## src/rtl/alu_bist_if.sv

```systemverilog
// ALU stimulus/response bus between the BIST controller and the ALU under test.
interface alu_bist_if;
    logic [3:0] alu_ctrl;
    logic [7:0] alu_x;
    logic [7:0] alu_y;
    logic       alu_carry;
    logic [7:0] alu_out;

    modport master (output alu_ctrl, alu_x, alu_y, input alu_carry, alu_out);
    modport slave  (input alu_ctrl, alu_x, alu_y, output alu_carry, alu_out);
endinterface

```

## src/rtl/alu_bist.sv

```systemverilog
// LFSR-driven BIST for an 8-bit ALU with a pipelined golden-model compare.
// Optional macro ALU_BIST_STOP_ON_FAIL_EN: halt the run on the first mismatch.
module alu_bist #(
    parameter int unsigned NUM_VECTORS = 256,
    parameter logic [15:0] SEED        = 16'hACE1
) (
    input  logic        clk,
    input  logic        rst_n,
    input  logic        start,
    alu_bist_if.master  alu,
    output logic        busy,
    output logic        done,
    output logic        pass,
    output logic [15:0] fail_cnt
);
    localparam logic [15:0] SEED_EFF = (SEED == '0) ? 16'hACE1 : SEED;
    localparam logic [15:0] LAST     = 16'(NUM_VECTORS);

    typedef enum logic [1:0] {IDLE, RUN, DRAIN, DONE} state_t;

    state_t      state;
    logic [15:0] index;
    logic [15:0] lfsr;
    logic        chk_q;
    logic        mis_q;
    logic [8:0]  golden;
    logic        mis_now;
    logic        halt;
    logic        lfsr_fb;
    logic [15:0] fail_nx;

    function automatic logic [8:0] golden_f(input logic [3:0] op,
                                            input logic [7:0] x,
                                            input logic [7:0] y);
        logic [8:0] r;
        case (op)
            4'h0:    r = {x[7], x} + {y[7], y};
            4'h1:    r = {x[7], x} - {y[7], y};
            4'h2:    r = {1'b0, x & y};
            4'h3:    r = {1'b0, x | y};
            4'h4:    r = {1'b0, ~x};
            4'h5:    r = {1'b0, x ^ y};
            4'h6:    r = {1'b0, ~(x | y)};
            4'h7:    r = {1'b0, y << x[2:0]};
            4'h8:    r = {1'b0, y >> x[2:0]};
            4'h9:    r = {1'b0, x[7], x[7:1]};
            4'hA:    r = {1'b0, x[6:0], x[7]};
            4'hB:    r = {1'b0, x[0], x[7:1]};
            4'hC:    r = {8'h00, x == y};
            default: r = '0;
        endcase
        return r;
    endfunction

    // Response of the vector held on the bus is checked one cycle after issue;
    // the mismatch is registered and counted on the following edge.
    always_comb begin
        golden  = golden_f(alu.alu_ctrl, alu.alu_x, alu.alu_y);
        mis_now = chk_q && ({alu.alu_carry, alu.alu_out} != golden);
        fail_nx = (mis_q && (fail_cnt != '1)) ? fail_cnt + 16'd1 : fail_cnt;
        lfsr_fb = lfsr[0] ^ lfsr[2] ^ lfsr[3] ^ lfsr[5];
`ifdef ALU_BIST_STOP_ON_FAIL_EN
        halt    = mis_now;
`else
        halt    = 1'b0;
`endif
    end

    always_ff @(posedge clk or negedge rst_n) begin
        if (!rst_n) begin
            state        <= IDLE;
            alu.alu_ctrl <= '0;
            alu.alu_x    <= '0;
            alu.alu_y    <= '0;
            busy         <= 1'b0;
            done         <= 1'b0;
            pass         <= 1'b0;
            fail_cnt     <= '0;
            index        <= '0;
            lfsr         <= SEED_EFF;
            chk_q        <= 1'b0;
            mis_q        <= 1'b0;
        end else begin
            chk_q    <= 1'b0;
            mis_q    <= mis_now;
            fail_cnt <= fail_nx;
            case (state)
                IDLE, DONE: begin
                    if (start) begin
                        state    <= RUN;
                        busy     <= 1'b1;
                        done     <= 1'b0;
                        pass     <= 1'b0;
                        fail_cnt <= '0;
                        mis_q    <= 1'b0;
                        index    <= '0;
                        lfsr     <= SEED_EFF;
                    end
                end
                RUN: begin
                    if ((index == LAST) || halt) begin
                        state <= DRAIN;
                    end else begin
                        alu.alu_ctrl <= index[3:0];
                        alu.alu_x    <= lfsr[15:8];
                        alu.alu_y    <= lfsr[7:0];
                        lfsr         <= {lfsr_fb, lfsr[15:1]};
                        index        <= index + 16'd1;
                        chk_q        <= 1'b1;
                    end
                end
                DRAIN: begin
                    state <= DONE;
                    busy  <= 1'b0;
                    done  <= 1'b1;
                    pass  <= (fail_nx == '0);
                end
                default: state <= IDLE;
            endcase
        end
    end
endmodule
```

## src/flat_wrapper.sv

```systemverilog
// flat-port wrapper written by rule: the top's interface ports become plain ports
module alu_bist_flat 
#(
    parameter int unsigned NUM_VECTORS = 256,
    parameter logic [15:0] SEED        = 16'hACE1
)
  (clk, rst_n, start, busy, done, pass, fail_cnt, alu_alu_ctrl, alu_alu_x, alu_alu_y, alu_alu_carry, alu_alu_out);
  alu_bist_if alu_i ();
  input  logic clk;
  input  logic rst_n;
  input  logic start;
  output logic busy;
  output logic done;
  output logic pass;
  output logic [15:0] fail_cnt;
  output wire logic [$bits(alu_i.alu_ctrl)-1:0] alu_alu_ctrl;
  output wire logic [$bits(alu_i.alu_x)-1:0] alu_alu_x;
  output wire logic [$bits(alu_i.alu_y)-1:0] alu_alu_y;
  input wire logic [$bits(alu_i.alu_carry)-1:0] alu_alu_carry;
  input wire logic [$bits(alu_i.alu_out)-1:0] alu_alu_out;
  assign alu_alu_ctrl = alu_i.alu_ctrl;
  assign alu_alu_x = alu_i.alu_x;
  assign alu_alu_y = alu_i.alu_y;
  assign alu_i.alu_carry = alu_alu_carry;
  assign alu_i.alu_out = alu_alu_out;
  alu_bist #(.NUM_VECTORS(NUM_VECTORS), .SEED(SEED)) u_core (.clk(clk), .rst_n(rst_n), .start(start), .alu(alu_i), .busy(busy), .done(done), .pass(pass), .fail_cnt(fail_cnt));
endmodule
```

## config.mk

```make
export PLATFORM = sky130hd
export DESIGN_NAME = alu_bist_flat
export DESIGN_NICKNAME = d
export VERILOG_FILES = /design/src/rtl/alu_bist_if.sv /design/src/rtl/alu_bist.sv /design/src/flat_wrapper.sv
export SDC_FILE = /design/constraint.sdc
export NUM_CORES = 1
export LEC_CHECK = 0
export ABC_AREA = 1
export CAP_MARGIN = 10
export CORE_MARGIN = 5
export CORE_UTILIZATION = 45
export DETAILED_ROUTE_END_ITERATION = 8
export PLACE_DENSITY = 0.68
export SETUP_SLACK_MARGIN = 0.05
export SKIP_LAST_GASP = 1
export SLEW_MARGIN = 20
export SYNTH_ARGS = -nofsm -noshare
export SYNTH_HDL_FRONTEND = slang
export SYNTH_SLANG_ARGS = --single-unit
```

## constraint.sdc

```tcl
create_clock -name clk -period 4.7 [get_ports clk]
set_input_delay 0.94 -clock clk [delete_from_list [all_inputs] [get_ports clk]]
set_output_delay 0.94 -clock clk [all_outputs]
set_load 0.03 [all_outputs]
```

==> summary.txt, run 1 <==
Critical path
  • CP max stage cell: dfrtp_1
  • Flop-to-flop setup slack: 1.78 ns
  • Crit path top cell by count: nor2_1
  • Element type at the critical path start: flip-flop
  • CP max stage delay: 0.81 ns
  • Req. time, crit path: approximately 4.9 ns
  • FF-to-FF path depth: 14
  • Crit path max fanout: 20
  • Arrival @ worst endpoint: 3.15 ns
  • Crit end category: flip-flop
  • Critical Path, Cell by Cell: clkinv_1 > ha_1 > o21ai_0 > nand3_1 > nand2_1 > nor2_1 > nor2_1 > nand3_1 > nand2_1 > nand3_1 > nor2_1 > nand3_1 > nor2_1 > nor2_1
  • Start of the worst register-to-register path: u_core.alu.alu_x[1]
  • WS Path Type: flip-flop to flip-flop
  • R2r endpoint: u_core.mis_q

Yosys
  • XOR/XNOR Fraction of Synth Area: ~3.6%
  • Post-Syn Instances: approximately 900
  • Share of synthesized registers carrying an async set or reset: 100%
  • Multiplexer share of the synthesized area: 0%
  • Post-Synth Adder-Cell Area: 7.42%
  • Yosys top cell area share: approximately 29%
  • Commonest cells in the synthesized netlist: nand2_1, inv_1, nand3_1, nor2_1, dfrtp_1
  • Post-synth top area cell: dfrtp_1
  • Simple-Gate Fraction of Synth Area: 37.7%
  • Post-synthesis sequential area ratio: 32.7%
  • Post-synthesis compound-gate area fraction: under 10%
  • Largest family of logic cells by synthesized area: simple AND/OR/NAND/NOR gates
  • Top-count cell post-synth: nand2_1
  • Net count after synthesis: 920
  • Synth Area per Inst: around 6.6 sq um
  • Post-synth EDFFs: 0
  • Synthesized area: 5770 sq um
  • Netlist cell types: 34
  • Top post-synthesis cells by area: dfrtp_1, nand2_1, nand3_1, inv_1, ha_1
  • Synth warn: 0
  • Ys flop type: dfrtp_1
  • Yosys reg bits: 75

Finish
  • Area grow syn2layout: 16.3%
  • Share of cells above drive strength 1: 3.79%
  • Total Nets Final: 964
  • # diodes: 0
  • Final instance area: 6710 sq um

Job
  • Maxcap violations: 0

Clock tree
  • Clock tree buffer depth: 2
  • H-tree lvl count: 3
  • Sink Count: 75
  • Hold-fix buffers at CTS: 0
  • Clock Latency Late Sink: 0.34 ns
  • Total setup buffers inserted after CTS: 0
  • Post_cts resized: 0
  • Clk root buf: clkbuf_16
  • Cts bufs inserted: 9
  • Clock transition at path regs: approximately 0.070 ns
  • CTS tree: done

Placement
  • Port-buffer cells: 50
  • Area post-placement: 6400 sq um
  • DP HPWL: 12100 microns
  • GPL Wtd Cong: around 0.93

Routing
  • Per-cell routed wire length: 14.5 microns
  • DRT Pass-1 Iters: 7
  • Via count: about 5700
  • Drc violations: 0
  • Post-route ant nets: 0
  • Total routed wirelength: between 15000 and 20000 microns
  • DR iter-0 viols: 492
  • Routed vias/inst: 5.22

Floorplanning
  • Initial Util: 45.9%
  • Core ar.: 12600 sq um
  • Die Wd: around 120 microns
  • Die area: 15200 sq um
  • Row count: just over 40
  • Io pins: 51
  • Die Ht: about 120 microns

Power
  • Combinational Power Share: 61.7%
  • VDD IR max: 454 uV
  • Clock power frac: 14.3%
  • Pint: 0.00229 W
  • Reg power frac: about a quarter
  • Pleak: about 3.3 nW
  • Psw: 0.00257 W
  • Switching Share: 52.9%
  • Power per Cell Area: 724 nW/um^2

Worst hold path
  • HP Class: flip-flop to flip-flop
  • Hold Crit Depth: 2
  • Hold endpoint: u_core.index[15]
  • Min-delay src: u_core.index[15]

Timing
  • Tcrit/Tclk final: between 60% and 70%
  • Slew @ Worst Pin: 0.948 ns
  • Final min period: 2.92 ns
  • Setup Viol. Count Final: 0
  • Max-slew violation count: 0
  • Final Hold Viols: 0
  • Clk_skew: approximately 0.011 ns
  • Max transition margin: a little under two fifths
  • Fmax: 343 MHz
  • RSZ-0062 raised after global routing: false
  • Setup TNS: 0 ns

Global routing
  • First-pass GRT wire length: 26300 microns
  • Largest net degree at the start of global routing: 76
  • Number of global-route vias before repair: 5330
  • Total track usage: about 22%
  • Initial antenna violation count: 0
  • Remaining Overflow, GRT: 0

Status
  • Status: completed
==> cell type report <==
class,instances,area (sq um)
multi-input combinational,655,3310
clock inverter,6,63.8
clock buffer,10,239
timing repair buffer,53,520
fill,1278,5860
sequential,75,1890
inverter,125,472
tap,172,215
==> cells in the final DEF, fill, tap and decap left out, types with 9 or more instances in the layout <==
cell	netlist	layout
o21ai_0	47	47
nand4_1	21	21
nand3_1	103	103
nor3_1	19	19
nor2_1	99	99
a21oi_1	21	21
clkdlybuf4s50_1	0	49
clkbuf_16	0	9
xor2_1	20	20
inv_1	122	122
dfrtp_1	67	67
nand2_1	248	248
ha_1	31	31
==> critical path, delay by kind of cell (launching register included) <==
family          cells  cell delay, ns
simple gates       11            0.93
fa+ha+maj           1            0.39
flops               1            0.81
compound gates      1            0.38
buf+inv             1            0.30
==> through the flow <==
stage               utilization [%]  setup WS, ns  hold WS (ns)  power [W]  std cells
CTS                            53.3          1.78         0.498    0.00485       1096
global route                   53.3          1.50         0.527    0.00533       1096
floorplan                         -          1.99         0.452    0.00327        875
finish                         53.3          1.78         0.499    0.00485       1096
detailed placement             50.9          1.69         0.479    0.00413       1080
global placement               50.9          1.77         0.471    0.00411       1080
==> routing by layer <==
metal | GRT usage (%) | vias up | wire [microns]
li1 | - | 2913 | -
met1 | 30.7 | 2593 | 7250
met2 | 34.2 | 176 | 7350
met3 | 2.01 | 38 | 752
met4 | 10.9 | 0 | 591
met5 | 0 | - | 0
==> state kept, by name (all words and copies together) (netlist names) <==
signal,count
u_core.done,1
u_core.lfsr,16
u_core.chk_q,1
u_core.alu.alu_y,8
u_core.mis_q,1
u_core.alu.alu_ctrl,4
u_core.busy,1
u_core.alu.alu_x,8
u_core.index,16
u_core.fail_cnt,16
u_core.pass,1
u_core.state,2
==> logic make-up (layout without fill, tap and decap cells) <==
group | after synthesis | after routing
simple gates | 508 | 508
buf+inv | 145 | 194
compound gates | 90 | 90
flops | 75 | 75
fa+ha+maj | 33 | 33
xor+xnor | 24 | 24
==> how the worst max path moves through the flow <==
stage	startpoint	end	slack [ns]	cells past startpoint
2_1_floorplan	u_core.alu.alu_x[1]	u_core.mis_q	1.99	16
3_3_place_gp	start	u_core.index[8]	1.77	7
3_5_place_dp	start	u_core.index[8]	1.69	7
4_1_cts	u_core.alu.alu_x[1]	u_core.mis_q	1.78	14
5_1_grt	u_core.alu.alu_x[1]	u_core.mis_q	1.50	14
6_report	u_core.alu.alu_x[1]	u_core.mis_q	1.78	14
==> power groups by stage <==
stage	logic [W]	clock network [W]	registers, W
2_1_floorplan	0.00201	0	0.00126
6_report	0.00299	0.000695	0.00116
3_5_place_dp	0.00296	0	0.00117
5_1_grt	0.00340	0.000734	0.00120
3_3_place_gp	0.00294	0	0.00117
4_1_cts	0.00298	0.000708	0.00116
(Power assumes the default switching activity.)
==> run 2, diff against run 1 <==
==> constraint.sdc (replaced) <==
create_clock -name clk -period 2.85 [get_ports clk]
set_input_delay 0.57 -clock clk [delete_from_list [all_inputs] [get_ports clk]]
set_output_delay 0.57 -clock clk [all_outputs]
set_load 0.03 [all_outputs]
==> run 2 against run 1 <==
Combinational power grew 78%. Largest power group unchanged. Fmax grew 18%. Clock skew shrank 0.0033 ns. Critical path depth grew 1. Highest routed layer unchanged.
==> summary.txt, run 2 (same netlist as run 1, synthesis figures left out) <==
Floorplanning
  • Die area: 15200 sq um (unchanged)
  • Core ar.: 12600 sq um (unchanged)
  • Io pins: 51 (unchanged)
  • Die Ht: 123 microns (unchanged)
  • Initial Util: 45.9% (unchanged)
  • Row count: 41 (unchanged)
  • Die Wd: 123 microns (unchanged)

Routing
  • Drc violations: 0 (unchanged)
  • DR iter-0 viols: 622 (+26%)
  • Routed vias/inst: 5.29 (+1.4%)
  • Total routed wirelength: 17100 microns (+7.0%)
  • DRT Pass-1 Iters: 5 (-2)
  • Per-cell routed wire length: 15.4 microns (+5.8%)
  • Via count: 5867 (+2.6%)
  • Post-route ant nets: 0 (unchanged)

Global routing
  • First-pass GRT wire length: 27200 microns (+3.4%)
  • Initial antenna violation count: 0 (unchanged)
  • Remaining Overflow, GRT: 0 (unchanged)
  • Largest net degree at the start of global routing: 76 (unchanged)
  • Number of global-route vias before repair: 5422 (+1.7%)
  • Total track usage: 23.1% (+1.1 points)

Timing
  • Max-slew violation count: 0 (unchanged)
  • Clk_skew: 0.00812 ns (-0.00332 ns)
  • RSZ-0062 raised after global routing: false
  • Fin Hold WS: 0.399 ns (-0.101 ns)
  • Max transition margin: 35.6% (-1.2 points)
  • Setup Viol. Count Final: 0 (unchanged)
  • Final Hold Viols: 0 (unchanged)
  • Slew @ Worst Pin: 0.967 ns (+0.0183 ns)
  • Tcrit/Tclk final: 86.5% (+24 points)
  • Final min period: 2.46 ns (-0.455 ns)
  • Fmax: 406 MHz (+18%)
  • Setup TNS: 0 ns (unchanged)
  • Final worst slack: 0.385 ns (-1.39 ns)

Critical path
  • CP max stage delay: 0.50 ns (-0.31 ns)
  • Critical Path, Cell by Cell: ha_1 > inv_1 > fa_1 > xor2_1 > nor2_1 > nor2_1 > nand2_1 > nor2_1 > nand3_1 > nand2_1 > nand2_1 > nor2_1 > nand4_1 > nor2_1 > nor2_1
  • Crit path max fanout: 8 (-60%)
  • Crit end category: flip-flop
  • Crit path top cell by count: nor2_1
  • Element type at the critical path start: flip-flop
  • Arrival @ worst endpoint: 2.69 ns (-0.46 ns)
  • Req. time, crit path: 3.08 ns (-1.85 ns)
  • Crit path max-delay family: simple AND/OR/NAND/NOR gates
  • CP max stage cell: dfrtp_1
  • WS Path Type: flip-flop to flip-flop
  • Buf+Inv Stages, Crit Path: 1 (unchanged)

Clock tree
  • Clock Latency Late Sink: 0.34 ns (about the same)
  • Clock tree buffer depth: 2 (unchanged)
  • Total setup buffers inserted after CTS: 0 (unchanged)
  • CTS tree: done
  • Clk root buf: clkbuf_16
  • H-tree lvl count: 3 (unchanged)
  • Post_cts resized: 0 (unchanged)
  • Clock transition at path regs: 0.06 ns (about the same)
  • Cts bufs inserted: 9 (unchanged)
  • Sink Count: 75 (unchanged)
  • Hold-fix buffers at CTS: 0 (unchanged)

Placement
  • Post-Place Cells: 1093 (+1.2%)
  • Port-buffer cells: 50 (unchanged)
  • Area post-placement: 6500 sq um (+1.5%)
  • GPL Wtd Cong: 1.04 (+12%)
  • DP HPWL: 12900 microns (+6.7%)
  • DP Worst Slack: 0.398 ns (-1.30 ns)

Status
  • Status: completed

Finish
  • Largest registers: u_core.fail_cnt: 16 flops, u_core.index: 16 flops, u_core.lfsr: 16 flops
  • Final Non-Filler Cells: 1109 (+1.2%)
  • Commonest non-fill, non-tap cell in the layout: nand2_1
  • Most frequent cells in the layout: nand2_1, inv_1, nand3_1
  • Total Nets Final: 977 (+1.3%)
  • # diodes: 0 (unchanged)
  • Area grow syn2layout: 18.5%
  • Final instance area: 6840 sq um (+1.9%)
  • # fillers: 1300 (+1.7%)
  • Share of cells above drive strength 1: 4.91% (+1.1 points)

Job
  • Maxcap violations: 0 (unchanged)

Worst hold path
  • HP Class: primary input to asynchronous set/reset pin

Power
  • Pleak: 3.36 nW (+2.4%)
  • Power per Cell Area: 1230 nW/um^2 (+70%)
  • VDD IR max: 774 uV (+70%)
[run 2: metal layers]
metal  share of wire [%]  GRT usage (%)  up-vias
met5                   0              0        -
met4                 3.2           11.0        0
met3                 6.2           3.06       43
met2                  47           36.5      232
met1                  44           31.4     2668
li1                    -              -     2924
[run 2: where the power goes]
part	switching, W	total, W	internal [W]	leakage (nW)
combinational	0.00353	0.00531	0.00178	2.23
sequential	0.000369	0.00180	0.00144	0.965
clock	0.000450	0.00130	0.000854	0.160
total	0.00434	0.00842	0.00407	3.36
[run 2: through the flow]
step,util (%),total power [W]
5_1_grt,54.4,0.00914
2_1_floorplan,-,0.00540
6_report,54.4,0.00842
3_3_place_gp,51.7,0.00701
4_1_cts,54.4,0.00838
3_5_place_dp,51.7,0.00704
[run 2: worst paths after layout]
path,startpoint,slack [ns],to,cells past startpoint
setup / recovery,u_core.alu.alu_y[0],0.39,u_core.mis_q,15
max in group asynchronous,rst_n,1.84,u_core.alu.alu_x[5],1
min in group clk,u_core.done,0.49,u_core.done,2
hold reg to reg,u_core.done,0.49,u_core.done,2
setup reg to reg,u_core.alu.alu_y[0],0.39,u_core.mis_q,15
hold / removal,rst_n,0.40,u_core.fail_cnt[8],1
[run 2: area by class of cell]
class	instances	area [sq um]	area share, %
clock buffer	11	233	3.40
clock inverter	5	103	1.50
inverter	125	472	6.90
multi-input combinational	655	3310	48.4
sequential	75	1890	27.6
tap	172	215	3.15
timing repair buffer	66	618	9.04
==> run 3, diff against run 2 <==
--- a/config.mk
+++ b/config.mk
@@ -11,6 +11,7 @@
 export CORE_UTILIZATION = 45
 export DETAILED_ROUTE_END_ITERATION = 8
 export PLACE_DENSITY = 0.68
+export RECOVER_POWER = 25
 export SETUP_SLACK_MARGIN = 0.05
 export SKIP_LAST_GASP = 1
 export SLEW_MARGIN = 20
==> run 3 against run 2 <==
The run now ends with max-capacitance violations, max-slew violations left. Sequential power about the same. Sequential cell count unchanged. First-iteration DRC count unchanged. Cell count unchanged. Critical path type unchanged. Largest cell class unchanged.
==> summary.txt, run 3 (same netlist as run 1, synthesis figures left out) <==
Clock tree
  • Clock transition at path regs: 0.06 ns (about the same)
  • Post_cts resized: 0 (unchanged)
  • Clock Latency Late Sink: 0.34 ns (about the same)
  • CTS tree: done
  • Sink Count: 75 (unchanged)
  • Total setup buffers inserted after CTS: 0 (unchanged)
  • H-tree lvl count: 3 (unchanged)
  • Clock tree buffer depth: 2 (unchanged)
  • Clk root buf: clkbuf_16
  • Cts bufs inserted: 9 (unchanged)
  • Hold-fix buffers at CTS: 0 (unchanged)

Floorplanning
  • Io pins: 51 (unchanged)
  • Die Wd: 123 microns (unchanged)
  • Row count: 41 (unchanged)
  • Initial Util: 45.9% (unchanged)
  • Die Ht: 123 microns (unchanged)
  • Core ar.: 12600 sq um (unchanged)
  • Die area: 15200 sq um (unchanged)

Timing
  • Final Hold Viols: 0 (unchanged)
  • RSZ-0062 raised after global routing: false
  • Max-slew violation count: 76 (+76)
  • Setup TNS: 0 ns (unchanged)
  • Final min period: 2.46 ns (-0.000260 ns)
  • Clk_skew: 0.00812 ns (-0.000000140 ns)
  • Tcrit/Tclk final: 86.5% (about the same)
  • Setup Viol. Count Final: 0 (unchanged)
  • Max transition margin: -27.6% (-63 points)
  • Slew @ Worst Pin: 1.91 ns (+0.948 ns)
  • Fmax: 406 MHz (about the same)
  • Final worst slack: 0.386 ns (+0.000260 ns)
  • Fin Hold WS: 0.492 ns (+0.0928 ns)

Routing
  • Via count: 5892 (+0.43%)
  • Drc violations: 0 (unchanged)
  • Total routed wirelength: 17100 microns (about the same)
  • Routed vias/inst: 5.31 (+0.43%)
  • Per-cell routed wire length: 15.4 microns (about the same)
  • DRT Pass-1 Iters: 6 (+1)
  • DR iter-0 viols: 622 (unchanged)
  • Post-route ant nets: 0 (unchanged)

Critical path
  • WS Path Type: flip-flop to flip-flop
  • Arrival @ worst endpoint: 2.69 ns (about the same)
  • Req. time, crit path: 3.08 ns (about the same)
  • Element type at the critical path start: flip-flop
  • Crit end category: flip-flop
  • Crit path max fanout: 8 (unchanged)

Finish
  • # fillers: 1300 (unchanged)
  • FF+latch area: 1890 sq um (unchanged)
  • Most frequent cells in the layout: nand2_1, inv_1, nand3_1
  • Commonest non-fill, non-tap cell in the layout: nand2_1
  • # diodes: 0 (unchanged)
  • Final Non-Filler Cells: 1109 (unchanged)
  • Total Nets Final: 977 (unchanged)
  • Share of cells above drive strength 1: 4.91% (unchanged)
  • Footprint of the multi-input gates: 3310 sq um (unchanged)
  • Largest registers: u_core.fail_cnt: 16 flops, u_core.index: 16 flops, u_core.lfsr: 16 flops
  • Area grow syn2layout: 18.5% (about the same)

Status
  • Violated checks: max-capacitance violations, max-slew violations
  • Status: finished with violations

Power
  • Power per Cell Area: 1230 nW/um^2 (about the same)
  • Pleak: 3.36 nW (about the same)
  • VDD IR max: 774 uV (about the same)
  • Total power: 0.00841 W (about the same)

Worst hold path
  • HP Class: flip-flop to flip-flop

Global routing
  • Initial antenna violation count: 0 (unchanged)
  • Number of global-route vias before repair: 5422 (unchanged)
  • Remaining Overflow, GRT: 0 (unchanged)
  • Largest net degree at the start of global routing: 76 (unchanged)
  • Total track usage: 23.1% (unchanged)
  • First-pass GRT wire length: 27200 microns (unchanged)

Placement
  • DP HPWL: 12900 microns (unchanged)
  • Port-buffer cells: 50 (unchanged)
  • Post-Place Cells: 1093 (unchanged)
  • DP Worst Slack: 0.398 ns (unchanged)
  • GPL Wtd Cong: 1.04 (unchanged)

Job
  • Maxcap violations: 1 (+1)
==> run 3: cell type report <==
type                       instances  area share (%)
clock buffer                      11            3.41
clock inverter                     5            1.50
inverter                         125            6.90
multi-input combinational        655            48.4
sequential                        75            27.6
tap                              172            3.15
timing repair buffer              66            9.01
==> run 3: report_power, final <==
| part | switching, W | internal (W) |
|---|---|---|
| Combinational | 0.00352 | 0.00178 |
| Sequential | 0.000370 | 0.00144 |
| Clock | 0.000450 | 0.000854 |
==> run 3: worst max-delay path: stages (launching register included) <==
cell	delay, ns
dfrtp_1	0.50
ha_1	0.26
inv_1	0.07
fa_1	0.44
xor2_1	0.19
nor2_1	0.05
nor2_1	0.08
nand2_1	0.07
nor2_1	0.15
nand3_1	0.09
nand2_1	0.06
nand2_1	0.04
nor2_1	0.12
nand4_1	0.09
nor2_1	0.10
nor2_1	0.04
==> run 3: metal layers <==
layer	share of wire (%)	up-vias	track usage [%]	wire length, microns
met5	0	-	0	0
met4	3.1	0	11.0	534
met3	6.8	43	3.06	1170
met2	47	240	36.5	7960
met1	43	2686	31.4	7390
li1	-	2923	-	-
==> run 3: worst paths after layout <==
kind | slack [ns] | cells after the start | end | from
setup / recovery | 0.39 | 15 | u_core.mis_q | u_core.alu.alu_y[0]
hold / removal | 0.49 | 2 | u_core.done | u_core.done
setup reg to reg | 0.39 | 15 | u_core.mis_q | u_core.alu.alu_y[0]
hold reg to reg | 0.49 | 2 | u_core.done | u_core.done
max in group asynchronous | 0.97 | 1 | u_core.alu.alu_x[5] | rst_n
min in group asynchronous | 0.77 | 1 | u_core.fail_cnt[8] | rst_n
==> run 3: stage by stage <==
step	cell area [sq um]	util [%]
5_1_grt	6830	54.4
2_1_floorplan	5770	-
3_5_place_dp	6500	51.7
6_report	6830	54.4
3_3_place_gp	6500	51.7
4_1_cts	6840	54.4
